<file path="src/rtl/c2c_pkg.sv">
// Shared constants, TX state encoding and pattern helpers for the C2C PHY adapter.
package c2c_pkg;

  localparam int unsigned SEG_W   = 32;
  localparam int unsigned SEG_K   = 4;
  localparam int unsigned MAX_SEG = 4;

  localparam logic [SEG_W-1:0] CLKC_D    = 32'h000050bc;
  localparam logic [SEG_K-1:0] CLKC_K    = 4'b0001;
  localparam logic [SEG_W-1:0] SPAT0     = 32'h001011bc;
  localparam logic [SEG_W-1:0] SPAT1     = 32'h001011fc;
  localparam logic [SEG_W-1:0] SPAT2     = 32'h00000000;
  localparam logic [7:0]       LRST_BYTE = 8'hfc;

  typedef enum logic {
    TX_DATA = 1'b0,
    TX_LRST = 1'b1
  } c2c_tx_st_t;

  // Replicate a 32-bit segment into the low n lanes of a 128-bit word.
  function automatic logic [MAX_SEG*SEG_W-1:0] c2c_rep(input logic [SEG_W-1:0] seg,
                                                       input int unsigned n);
    logic [MAX_SEG*SEG_W-1:0] r;
    r = '0;
    for (int unsigned i = 0; i < MAX_SEG; i++) begin
      if (i < n) r[i*SEG_W +: SEG_W] = seg;
    end
    return r;
  endfunction

  // Same replication for the 4-bit per-segment charisk.
  function automatic logic [MAX_SEG*SEG_K-1:0] c2c_rep_k(input logic [SEG_K-1:0] seg,
                                                         input int unsigned n);
    logic [MAX_SEG*SEG_K-1:0] r;
    r = '0;
    for (int unsigned i = 0; i < MAX_SEG; i++) begin
      if (i < n) r[i*SEG_K +: SEG_K] = seg;
    end
    return r;
  endfunction

endpackage

</file>
<file path="src/rtl/c2c_adapter_mw_cc_sched.sv">
// Clock-correction scheduler: periodic request, request merge, defer tracking and sticky overrun.
module c2c_cc_sched #(
  parameter int unsigned CC_PERIOD    = 5000,
  parameter int unsigned CC_MAX_DEFER = 64
) (
  input  logic clk,
  input  logic rst_n,
  input  logic do_cc,
  input  logic cc_ack,
  input  logic cc_hold,
  output logic cc_pend,
  output logic cc_overrun
);

  localparam int unsigned CW = (CC_PERIOD > 1) ? $clog2(CC_PERIOD) : 1;
  localparam int unsigned DW = (CC_MAX_DEFER > 0) ? $clog2(CC_MAX_DEFER + 1) : 1;

  logic          hit_c;
  logic          req_c;
  logic          clr_c;
  logic [DW-1:0] defer_q;

  generate
    if (CC_PERIOD == 0) begin : g_no_sched
      assign hit_c = 1'b0;
    end else begin : g_sched
      logic [CW-1:0] cnt_q;
      logic [CW-1:0] cnt_n;

      always_comb cnt_n = (cnt_q == '0) ? CW'(CC_PERIOD - 1) : cnt_q - CW'(1);

      always_ff @(posedge clk or negedge rst_n) begin
        if (!rst_n) cnt_q <= CW'(CC_PERIOD - 1);
        else        cnt_q <= cnt_n;
      end

      // Request fires on the cycle the counter reaches zero.
      assign hit_c = (cnt_n == '0);
    end
  endgenerate

  // Scheduler expiry and external requests collapse into one pending CC.
  assign req_c = do_cc | hit_c;
  assign clr_c = cc_ack & ~cc_hold;

  always_ff @(posedge clk or negedge rst_n) begin
    if (!rst_n) begin
      cc_pend    <= 1'b0;
      defer_q    <= '0;
      cc_overrun <= 1'b0;
    end else begin
      if (req_c)      cc_pend <= 1'b1;
      else if (clr_c) cc_pend <= 1'b0;

      if (clr_c || !cc_pend)                   defer_q <= '0;
      else if (defer_q != DW'(CC_MAX_DEFER))   defer_q <= defer_q + DW'(1);

      if (cc_pend && !clr_c && (defer_q == DW'(CC_MAX_DEFER))) cc_overrun <= 1'b1;
    end
  end

endmodule

</file>
<file path="src/rtl/c2c_adapter_mw.sv">
// C2C core <-> MGT 8b10b adapter: TX CC/link-reset insertion and RX pattern stripping with link-reset detect.
module c2c_adapter_mw
  import c2c_pkg::*;
#(
  parameter int unsigned DATA_W          = 32,
  parameter int unsigned CC_PERIOD       = 5000,
  parameter int unsigned CC_MAX_DEFER    = 64,
  parameter int unsigned LRST_TX_LEN     = 16,
  parameter int unsigned LRST_DET        = 4,
  parameter int unsigned LINK_RST_CYCLES = 1000
) (
  input  logic                c2c_phy_clk,
  input  logic                c2c_phy_rst_n,
  input  logic [DATA_W-1:0]   c2c_tx_tdata,
  input  logic                c2c_tx_tvalid,
  input  logic                do_cc,
  input  logic                link_reset_req,
  input  logic [DATA_W-1:0]   mgt_rx_data,
  input  logic [DATA_W/8-1:0] mgt_rx_k,
  input  logic                rx_aligned,
  output logic [DATA_W-1:0]   c2c_rx_data,
  output logic                c2c_rx_valid,
  output logic [DATA_W-1:0]   mgt_tx_data,
  output logic [DATA_W/8-1:0] mgt_tx_k,
  output logic                link_reset,
  output logic                lrst_tx_busy,
  output logic                cc_overrun
);

  localparam int unsigned K_W  = DATA_W / 8;
  localparam int unsigned NSEG = DATA_W / SEG_W;
  localparam int unsigned LW   = (LRST_TX_LEN > 1) ? $clog2(LRST_TX_LEN) : 1;
  localparam int unsigned RW   = $clog2(LRST_DET + 1);
  localparam int unsigned PW   = (LINK_RST_CYCLES > 1) ? $clog2(LINK_RST_CYCLES) : 1;

  localparam logic [DATA_W-1:0] CC_D   = DATA_W'(c2c_rep(CLKC_D, NSEG));
  localparam logic [K_W-1:0]    CC_K   = K_W'(c2c_rep_k(CLKC_K, NSEG));
  localparam logic [DATA_W-1:0] LRST_D = DATA_W'(c2c_rep({4{LRST_BYTE}}, NSEG));
  localparam logic [K_W-1:0]    LRST_K = K_W'(c2c_rep_k(4'hf, NSEG));

  // ---------------- TX ----------------
  c2c_tx_st_t         st_q, st_n;
  logic [LW-1:0]      cnt_q, cnt_n;
  logic [DATA_W-1:0]  tx_data_n;
  logic [K_W-1:0]     tx_k_n;
  logic               busy_n;
  logic               cc_pend;
  logic               cc_ack_c;
  logic               lrst_c;
  logic               intr_c;

  c2c_cc_sched #(
    .CC_PERIOD    (CC_PERIOD),
    .CC_MAX_DEFER (CC_MAX_DEFER)
  ) u_cc_sched (
    .clk        (c2c_phy_clk),
    .rst_n      (c2c_phy_rst_n),
    .do_cc      (do_cc),
    .cc_ack     (cc_ack_c),
    .cc_hold    (lrst_c),
    .cc_pend    (cc_pend),
    .cc_overrun (cc_overrun)
  );

  // A word may be displaced by CC only if every segment is a filler pattern.
  always_comb begin
    intr_c = 1'b1;
    for (int unsigned i = 0; i < NSEG; i++) begin
      if ((c2c_tx_tdata[i*SEG_W +: SEG_W] != SPAT0) &&
          (c2c_tx_tdata[i*SEG_W +: SEG_W] != SPAT1) &&
          (c2c_tx_tdata[i*SEG_W +: SEG_W] != SPAT2)) intr_c = 1'b0;
    end
  end

  always_comb begin
    st_n      = st_q;
    cnt_n     = cnt_q;
    tx_data_n = '0;
    tx_k_n    = '0;
    busy_n    = 1'b0;
    cc_ack_c  = 1'b0;
    lrst_c    = 1'b0;
    if (link_reset_req) begin
      st_n   = TX_LRST;
      cnt_n  = LW'(LRST_TX_LEN - 1);
      lrst_c = 1'b1;
    end else if ((st_q == TX_LRST) && (cnt_q != '0)) begin
      cnt_n  = cnt_q - LW'(1);
      lrst_c = 1'b1;
    end else begin
      st_n = TX_DATA;
      if (cc_pend && (!c2c_tx_tvalid || intr_c)) begin
        tx_data_n = CC_D;
        tx_k_n    = CC_K;
        cc_ack_c  = 1'b1;
      end else if (c2c_tx_tvalid) begin
        tx_data_n = c2c_tx_tdata;
      end
    end
    if (lrst_c) begin
      tx_data_n = LRST_D;
      tx_k_n    = LRST_K;
      busy_n    = 1'b1;
    end
  end

  always_ff @(posedge c2c_phy_clk or negedge c2c_phy_rst_n) begin
    if (!c2c_phy_rst_n) begin
      st_q         <= TX_DATA;
      cnt_q        <= '0;
      mgt_tx_data  <= '0;
      mgt_tx_k     <= '0;
      lrst_tx_busy <= 1'b0;
    end else begin
      st_q         <= st_n;
      cnt_q        <= cnt_n;
      mgt_tx_data  <= tx_data_n;
      mgt_tx_k     <= tx_k_n;
      lrst_tx_busy <= busy_n;
    end
  end

  // ---------------- RX ----------------
  logic [RW-1:0] run_q;
  logic [PW-1:0] pulse_q;
  logic          is_lrst_c;
  logic          is_cc_c;
  logic          trig_c;

  assign is_lrst_c = (mgt_rx_data == LRST_D) && (mgt_rx_k == LRST_K);
  assign is_cc_c   = (mgt_rx_data == CC_D) && (mgt_rx_k == CC_K);
  assign trig_c    = is_lrst_c && (run_q >= RW'(LRST_DET - 1));

  always_ff @(posedge c2c_phy_clk or negedge c2c_phy_rst_n) begin
    if (!c2c_phy_rst_n) begin
      c2c_rx_data  <= '0;
      c2c_rx_valid <= 1'b0;
      run_q        <= '0;
    end else if (is_lrst_c) begin
      c2c_rx_data  <= '0;
      c2c_rx_valid <= 1'b0;
      if (run_q != RW'(LRST_DET)) run_q <= run_q + RW'(1);
    end else if (is_cc_c) begin
      c2c_rx_data  <= '0;
      c2c_rx_valid <= 1'b0;
      run_q        <= '0;
    end else begin
      c2c_rx_data  <= mgt_rx_data;
      c2c_rx_valid <= rx_aligned;
      run_q        <= '0;
    end
  end

  // Each qualifying LRST word restarts the full pulse length.
  always_ff @(posedge c2c_phy_clk or negedge c2c_phy_rst_n) begin
    if (!c2c_phy_rst_n) begin
      pulse_q    <= '0;
      link_reset <= 1'b0;
    end else if (trig_c) begin
      pulse_q    <= PW'(LINK_RST_CYCLES - 1);
      link_reset <= 1'b1;
    end else if (pulse_q != '0) begin
      pulse_q    <= pulse_q - PW'(1);
      link_reset <= 1'b1;
    end else begin
      link_reset <= 1'b0;
    end
  end

endmodule
</file>
<file path="config.mk">
export PLATFORM = sky130hd
export DESIGN_NAME = c2c_adapter_mw
export DESIGN_NICKNAME = d
export VERILOG_FILES = /design/src/rtl/c2c_pkg.sv /design/src/rtl/c2c_adapter_mw_cc_sched.sv /design/src/rtl/c2c_adapter_mw.sv
export SDC_FILE = /design/constraint.sdc
export NUM_CORES = 1
export LEC_CHECK = 0
export ABC_AREA = 1
export CAP_MARGIN = 5
export CORE_AREA = 4 4 115 106
export DETAILED_ROUTE_END_ITERATION = 8
export DIE_AREA = 0 0 119 110
export HOLD_SLACK_MARGIN = 0.08
export PLACE_DENSITY = 0.81
export RECOVER_POWER = 100
export SLEW_MARGIN = 25
export SYNTH_ARGS = -nofsm -noshare
export SYNTH_HDL_FRONTEND = slang
export SYNTH_SLANG_ARGS = --single-unit
export TNS_END_PERCENT = 1
</file>
<file path="constraint.sdc">
create_clock -name c2c_phy_clk -period 2.1 [get_ports c2c_phy_clk]
set_input_delay 0.21 -clock c2c_phy_clk [delete_from_list [all_inputs] [get_ports c2c_phy_clk]]
set_output_delay 0.21 -clock c2c_phy_clk [all_outputs]
set_load 0.01 [all_outputs]
</file>
After elaboration in Yosys (flattened, before gate mapping)
Cells that the tools add are included.
- bits in registers: 111
- input bits: 74
- bitwise gates (word level): 3
- reduce and logical (&&, ||, !) cells: 23
- order comparisons: 1
- $add $sub $neg: 5
- mux-type cells: 35
- equal/unequal tests: 11
- operators with widths (kind ; number):
    $mux 32 ; 7
    $ne 32x21->1 const B ; 2
    $eq 32x15->1 const B ; 1
    $eq 32x32->1 const B ; 1
    $reduce_bool 32->1 ; 1
    $logic_not 13->1 ; 2
    $mux 10 ; 2
    $mux 1 ; 17
    $mux 4 ; 4
    $mux 7 ; 2
    $mux 13 ; 1
    $sub 13x1->13 const B ; 1
    $reduce_bool 10->1 ; 1
    $sub 10x1->10 const B ; 1
    $logic_and 1x1->1 ; 9
    $reduce_bool 2->1 ; 4
    $add 7x1->7 const B ; 1
    $eq 7x7->1 const B ; 1
    $ne 7x7->1 const B ; 1
    $mux 3 ; 2
    $eq 4x1->1 const B ; 1
    $eq 4x4->1 const B ; 1
    $reduce_bool 4->1 ; 1
    $sub 4x1->4 const B ; 1
    other kinds (10) ; 13

Longest topological paths before layout
- word-level depth: 13
- depth in mapped cells: 11
- mapped depth without buffers: 11

Cells and area by module
A second synthesis with hierarchy kept.
- cells, all modules: 603
- area, all modules: 5026.1 um^2
- by module, submodules not included (module ; instances ; cells an instance ; area an instance (um^2) ; sequential area each (um^2)):
    c2c_adapter_mw ; 1 ; 435 ; 3713.6 ; 2152.1
    c2c_cc_sched ; 1 ; 168 ; 1312.5 ; 559.3

Least setup slack after synthesis
Ideal clock, no wire load.
- path kind: register to register
- start point: register u_cc_sched.g_sched.cnt_q[0]
- end point: register u_cc_sched.cc_pend
- cell stages (with the launch flop): 12
- path slack: 0.547 ns
- library setup time: 0.065 ns
- arrival: 1.488 ns
- cells stage by stage: dfstp_2 inv_1 ha_1 nand2_4 nor2_8 nand2_1 nand2_1 nor2_1 nand3_2 nor2_2 nand2_1 nand2_1
- longest elaborated chain between the ends: 5
- ends and longest elaborated chain (element ; line ; RTL):
    start, declared ; c2c_adapter_mw_cc_sched.sv:27 ; logic [CW-1:0] cnt_q;
    start signal, assigned ; c2c_adapter_mw_cc_sched.sv:33 ; if (!rst_n) cnt_q <= CW'(CC_PERIOD - 1);
    start signal, assigned ; c2c_adapter_mw_cc_sched.sv:34 ; else cnt_q <= cnt_n;
    $sub 13x1->13 or $logic_not 13->1 (tied branches) ; c2c_adapter_mw_cc_sched.sv:30 ; always_comb cnt_n = (cnt_q == '0) ? CW'(CC_PERIOD - 1) : cnt_q - CW'(1);
    $mux 13 (*) ; c2c_adapter_mw_cc_sched.sv:30 ;
    via u_cc_sched.g_sched.cnt_n[8] ; c2c_adapter_mw_cc_sched.sv:28 ; logic [CW-1:0] cnt_n;
    $logic_not 13->1 (*) ; c2c_adapter_mw_cc_sched.sv:38 ; assign hit_c = (cnt_n == '0);
    $or 1x1->1 (*) ; c2c_adapter_mw_cc_sched.sv:43 ; assign req_c = do_cc | hit_c;
    $mux 1 or $reduce_bool 2->1 (tied branches) ; n/a ;
    end signal, assigned ; c2c_adapter_mw_cc_sched.sv:48 ; cc_pend <= 1'b0;
    end signal, assigned ; c2c_adapter_mw_cc_sched.sv:52 ; if (req_c) cc_pend <= 1'b1;
    end signal, assigned ; c2c_adapter_mw_cc_sched.sv:53 ; else if (clr_c) cc_pend <= 1'b0;
    end, declared ; c2c_adapter_mw_cc_sched.sv:11 ; output logic cc_pend,
The timed path passes the listed nets; every way through them passes the cells marked *.
A chain may end at the register's enable or synchronous reset.

Worst setup path in the final report
- start point: register pulse_q[0]
- end point: register pulse_q[3]
- longest elaborated chain between the ends: 3
- ends and longest elaborated chain (element ; line ; RTL):
    start, declared ; c2c_adapter_mw.sv:125 ; logic [PW-1:0] pulse_q;
    start signal, assigned ; c2c_adapter_mw.sv:160 ; pulse_q <= PW'(LINK_RST_CYCLES - 1);
    start signal, assigned ; c2c_adapter_mw.sv:163 ; pulse_q <= pulse_q - PW'(1);
    $sub 10x1->10 ; c2c_adapter_mw.sv:163 ;
    $mux 10 ; c2c_adapter_mw.sv:162 ; end else if (pulse_q != '0) begin
    $mux 10 ; c2c_adapter_mw.sv:159 ; end else if (trig_c) begin
Several ways; a longest one is shown, not always the timed one. The select of a mux whose other input is x is not followed.

==> flow_results.org <==
** Timing
- Adding up every negative setup slack in the final design gives 0 ns.
- The number of slew-limit violations in the final report came to 0.
- Hold Fails Final Rpt :: 0
- At the pin with the least slew margin, the transition time is 1.023 ns.
- Total of endpoints with negative setup slack in the final report :: 0
- Setup repair after global routing missed its margin :: false
- Share of the cycle needed by the critical path after routing :: 87.33%
- Based on the critical path, the design can be clocked at up to 0.5453 GHz.
- Minimum hold slack :: 0.3977 ns
- The clock arrives with 0.006330 ns of skew.
- Worst slew margin relative to its limit :: 31.78%
- The clock period could shrink to roughly 1.8 ns.

** Layout
- Relative to the synthesized area, the layout overhead comes to 39.38%.
- Diodes inserted :: 0
- After filler insertion, the fill cell instance count of the layout stands at 848.
- The finished layout holds about 860 standard cells, fillers aside.
- Layout Nets :: 790
- Cells with a size suffix above 1 make up 6.742% of the layout.
- Non-Filler Cell Area, Final :: approximately 6800 sq um

** Clock network
- Buffers inserted during post-CTS setup optimization :: 0
- Cell chosen for the clock root :: sky130_fd_sc_hd__clkbuf_16
- Total clock sinks :: 108
- TritonCTS clock tree :: done
- Worst-skew pair later-pin latency :: 0.34 ns
- Total CTS buffers :: 9
- After clock tree synthesis, the flow added hold-fix buffers numbering 1.
- The clock passes through at most 2 buffers.
- Clock slew at the register clock pins of the worst setup and hold paths :: approximately 0.070 ns
- In this run the number of H-tree levels came out at 3.
- Gates resized during post-CTS repair numbered 0.

** Setup path
- On the critical path the largest part of the delay comes from simple AND/OR/NAND/NOR gates.
- The worst setup path is captured at a register.
- R2R depth :: 9
- Critical Path AT :: 2.07 ns
- Delay of the slowest cell on the worst path :: 0.36 ns
- The critical path runs through a total of 9 cells.
- Cell-by-cell listing of the critical path :: inv_1 -> ha_1 -> nand4_1 -> nor2_1 -> nand3_1 -> inv_1 -> o21ai_0 -> nand2_1 -> nor2_1
- Data on the critical path is required at its endpoint by 2.34 ns.
- The worst setup path is of the reg -> reg kind.
- The worst setup path is launched from a register.
- Critical path peak fanout :: 8
- Worst Path Buf+Inv :: 2
- On the critical path, the stage with the largest delay is an instance of sky130_fd_sc_hd__dfrtp_1.

** Global route
- Entering global routing, the biggest net connects 41 pins.
- Number of antenna violations at the first check in global routing :: 0
- The number of global-route vias before repair was 4428.
- The first global-routing pass estimated 20470 um of wire.
- Overall global routing resource usage :: 19.37%
- The total overflow left after global routing is 0.

** Die
- The floorplan step defined a die boundary enclosing 13090 sq um.
- The floorplan has 36 rows.
- Core box area :: 10860 sq um
- 146 I/O pins were placed.
- The initial utilization of the core area, before any placement, comes to 44.81%.
- Floorplan die width :: 119 um
- Die Y-Extent :: roughly 110 um

** Route
- The final route contains 4166 vias.
- Dividing the detail-routed via count by the number of cells gives 4.822.
- In this run, the number of DRC markers left after iteration 0 of detailed routing was 242.
- In this run the remaining antenna-violating nets after routing total 0.
- Routed wire length :: between 10000 and 15000 um
- Drt drc :: 0
- The first TritonRoute pass finished after 6 iterations.
- In the final routed layout, each cell accounts on average for approximately 14 um.

** Pwr
- Maximum vdd drop :: roughly 0.43 mV
- Power comes to between 0.004 and 0.005 W.
- The analysis attributes to cell leakage a power of just over 3 nW.
- For this design the ratio of total power to cell area is 700.6 nW/um^2.

** Job
- Max Cap Violations :: 0

** Logic synthesis
- Averaged over all synthesized cells, the footprint is 8.641 sq um.
- Sequential element share of the synthesized area :: 55.74%
- Counting every net in the synthesized netlist gives 646.
- Post-Synthesis Cell Area :: 4865 sq um
- Counting every instance in the synthesized netlist gives 563.
- Number of register bits inferred by synthesis :: 108
- Cell variety after synth :: 34
- For this run, the number of Yosys warnings is 0.

** Placed design
- Detailed placement finished with a half-perimeter wire length of 9495 um.
- Area of placed instances :: 6474 sq um
- At the end of routability-driven placement, the weighted congestion stood at 0.8378.
- During placement, the flow inserted port buffers numbering 145.
- Once placement completed, the tool counted placed cells totaling 847.

** Worst hold path
- The path class of the tightest hold or removal check is in -> reg.
- Cell count of the worst hold path :: 3

** Status
- Outcome :: finished clean
-- placed cells by master, fill, tap and decap left out, types with 6 or more instances in the layout --
master,instances
sky130_fd_sc_hd__nor3_1,6
sky130_fd_sc_hd__nand2_1,137
sky130_fd_sc_hd__a21oi_1,9
sky130_fd_sc_hd__xor2_1,7
sky130_fd_sc_hd__clkbuf_16,9
sky130_fd_sc_hd__nand4_1,15
sky130_fd_sc_hd__dfstp_2,6
sky130_fd_sc_hd__inv_1,81
sky130_fd_sc_hd__dlygate4sd3_1,82
sky130_fd_sc_hd__clkdlybuf4s50_1,63
sky130_fd_sc_hd__nand3_1,29
sky130_fd_sc_hd__dfrtp_1,101
sky130_fd_sc_hd__nor2_1,93
sky130_fd_sc_hd__ha_1,9
sky130_fd_sc_hd__o21ai_0,10
-- through the flow --
stage          utilization [%]  setup WS, ns
2_1_floorplan                -        0.5467
3_3_place_gp             59.64        0.1632
3_5_place_dp             59.64       0.08409
4_1_cts                  62.77        0.3269
5_1_grt                  62.46        0.1156
6_report                 62.46        0.2660
-- worst reg2reg max path, cell delays in order, from the launching register on --
cell and delay (ns):
sky130_fd_sc_hd__dfrtp_1 0.36, sky130_fd_sc_hd__inv_1 0.10, sky130_fd_sc_hd__ha_1 0.24, sky130_fd_sc_hd__nand4_1 0.15, sky130_fd_sc_hd__nor2_1 0.23, sky130_fd_sc_hd__nand3_1 0.17
sky130_fd_sc_hd__inv_1 0.23, sky130_fd_sc_hd__o21ai_0 0.13, sky130_fd_sc_hd__nand2_1 0.07, sky130_fd_sc_hd__nor2_1 0.04
-- registers in the layout, indices dropped and copies added (netlist names) --
| register | flops |
|---|---|
| c2c_rx_data | 32 |
| c2c_rx_valid | 1 |
| cnt_q | 4 |
| link_reset | 1 |
| mgt_tx_data | 32 |
| mgt_tx_k | 2 |
| pulse_q | 10 |
| run_q | 3 |
| st_q | 1 |
| u_cc_sched.cc_overrun | 1 |
| u_cc_sched.cc_pend | 1 |
| u_cc_sched.defer_q | 7 |
| u_cc_sched.g_sched.cnt_q | 13 |
-- power breakdown --
part	internal [W]	leakage, nW	total, W	switching, W
logic	0.000316	1.78	0.000632	0.000316
clock network	0.00106	0.159	0.00184	0.000776
registers	0.00220	1.17	0.00228	0.0000828
total	0.00358	3.12	0.00475	0.00117
-- cells by family (layout without fill, tap and decap cells) --
| group | count (synthesis) | count (layout) | synth area share, % |
|---|---|---|---|
| AO/OA/AOI/OAI | 32 | 32 | 4.089 |
| buffers and inverters | 102 | 251 | 8.256 |
| flip-flops | 108 | 108 | 55.74 |
| XOR/XNOR | 9 | 9 | 1.620 |
| adder cells (fa/ha/maj) | 9 | 9 | 2.315 |
| AND/OR/NAND/NOR | 303 | 303 | 27.98 |
-- final timing paths --
| kind | start | end | slack [ns] |
|---|---|---|---|
| worst max-delay path | pulse_q[0] | pulse_q[3] | 0.27 |
| max in group asynchronous | c2c_phy_rst_n | c2c_rx_data[22] | 0.46 |
| worst min-delay path | rx_aligned | c2c_rx_valid | 0.40 |
| min in group asynchronous | c2c_phy_rst_n | mgt_tx_data[28] | 0.58 |
| worst min register to register | u_cc_sched.g_sched.cnt_q[0] | u_cc_sched.g_sched.cnt_q[0] | 0.49 |
| worst max register to register | pulse_q[0] | pulse_q[3] | 0.27 |
-- final cells by class --
type                    instances  area (sq um)  area share, %
multi-input cells             353          1732          25.54
clock buffers                   9         225.2          3.322
inverters                      83         311.5          4.595
flip-flops and latches        108          2711          39.99
well taps                     152         190.2          2.805
clock inverters                 7         105.1          1.550
repair buffers                152          1505          22.20
-- synth_stat cells (all sizes together) --
| cell type | n | area, sq um |
|---|---|---|
| a31oi | 1 | 12.51 |
| o211ai | 5 | 37.54 |
| clkbuf | 10 | 37.54 |
| o21bai | 2 | 15.01 |
| nand4 | 15 | 93.84 |
| dfrtp | 101 | 2527 |
| ha | 9 | 112.6 |
| inv | 83 | 311.5 |
| a21oi | 10 | 61.31 |
| nor3 | 6 | 35.03 |
| dfstp | 7 | 183.9 |
| nand2 | 140 | 550.5 |
| nand3b | 2 | 15.01 |
| nor4 | 4 | 25.02 |
| a21boi | 1 | 7.510 |
| xnor2 | 2 | 17.52 |
| o21ai | 13 | 65.06 |
| nand3 | 33 | 197.7 |
| xor2 | 7 | 61.31 |
| nor2 | 102 | 436.7 |
| buf | 9 | 52.55 |
| nor3b | 1 | 7.510 |
-- routing by layer --
metal	part of all wire [%]	global-route usage [%]	wire, um	up-vias
li1	-	-	-	2023
met1	39	21.42	4817	1983
met2	52	35.66	6320	138
met3	7.3	6.990	892	22
met4	1.7	5.045	214	0
met5	0	0	0	-
Power figures use the tool's default switching activity.
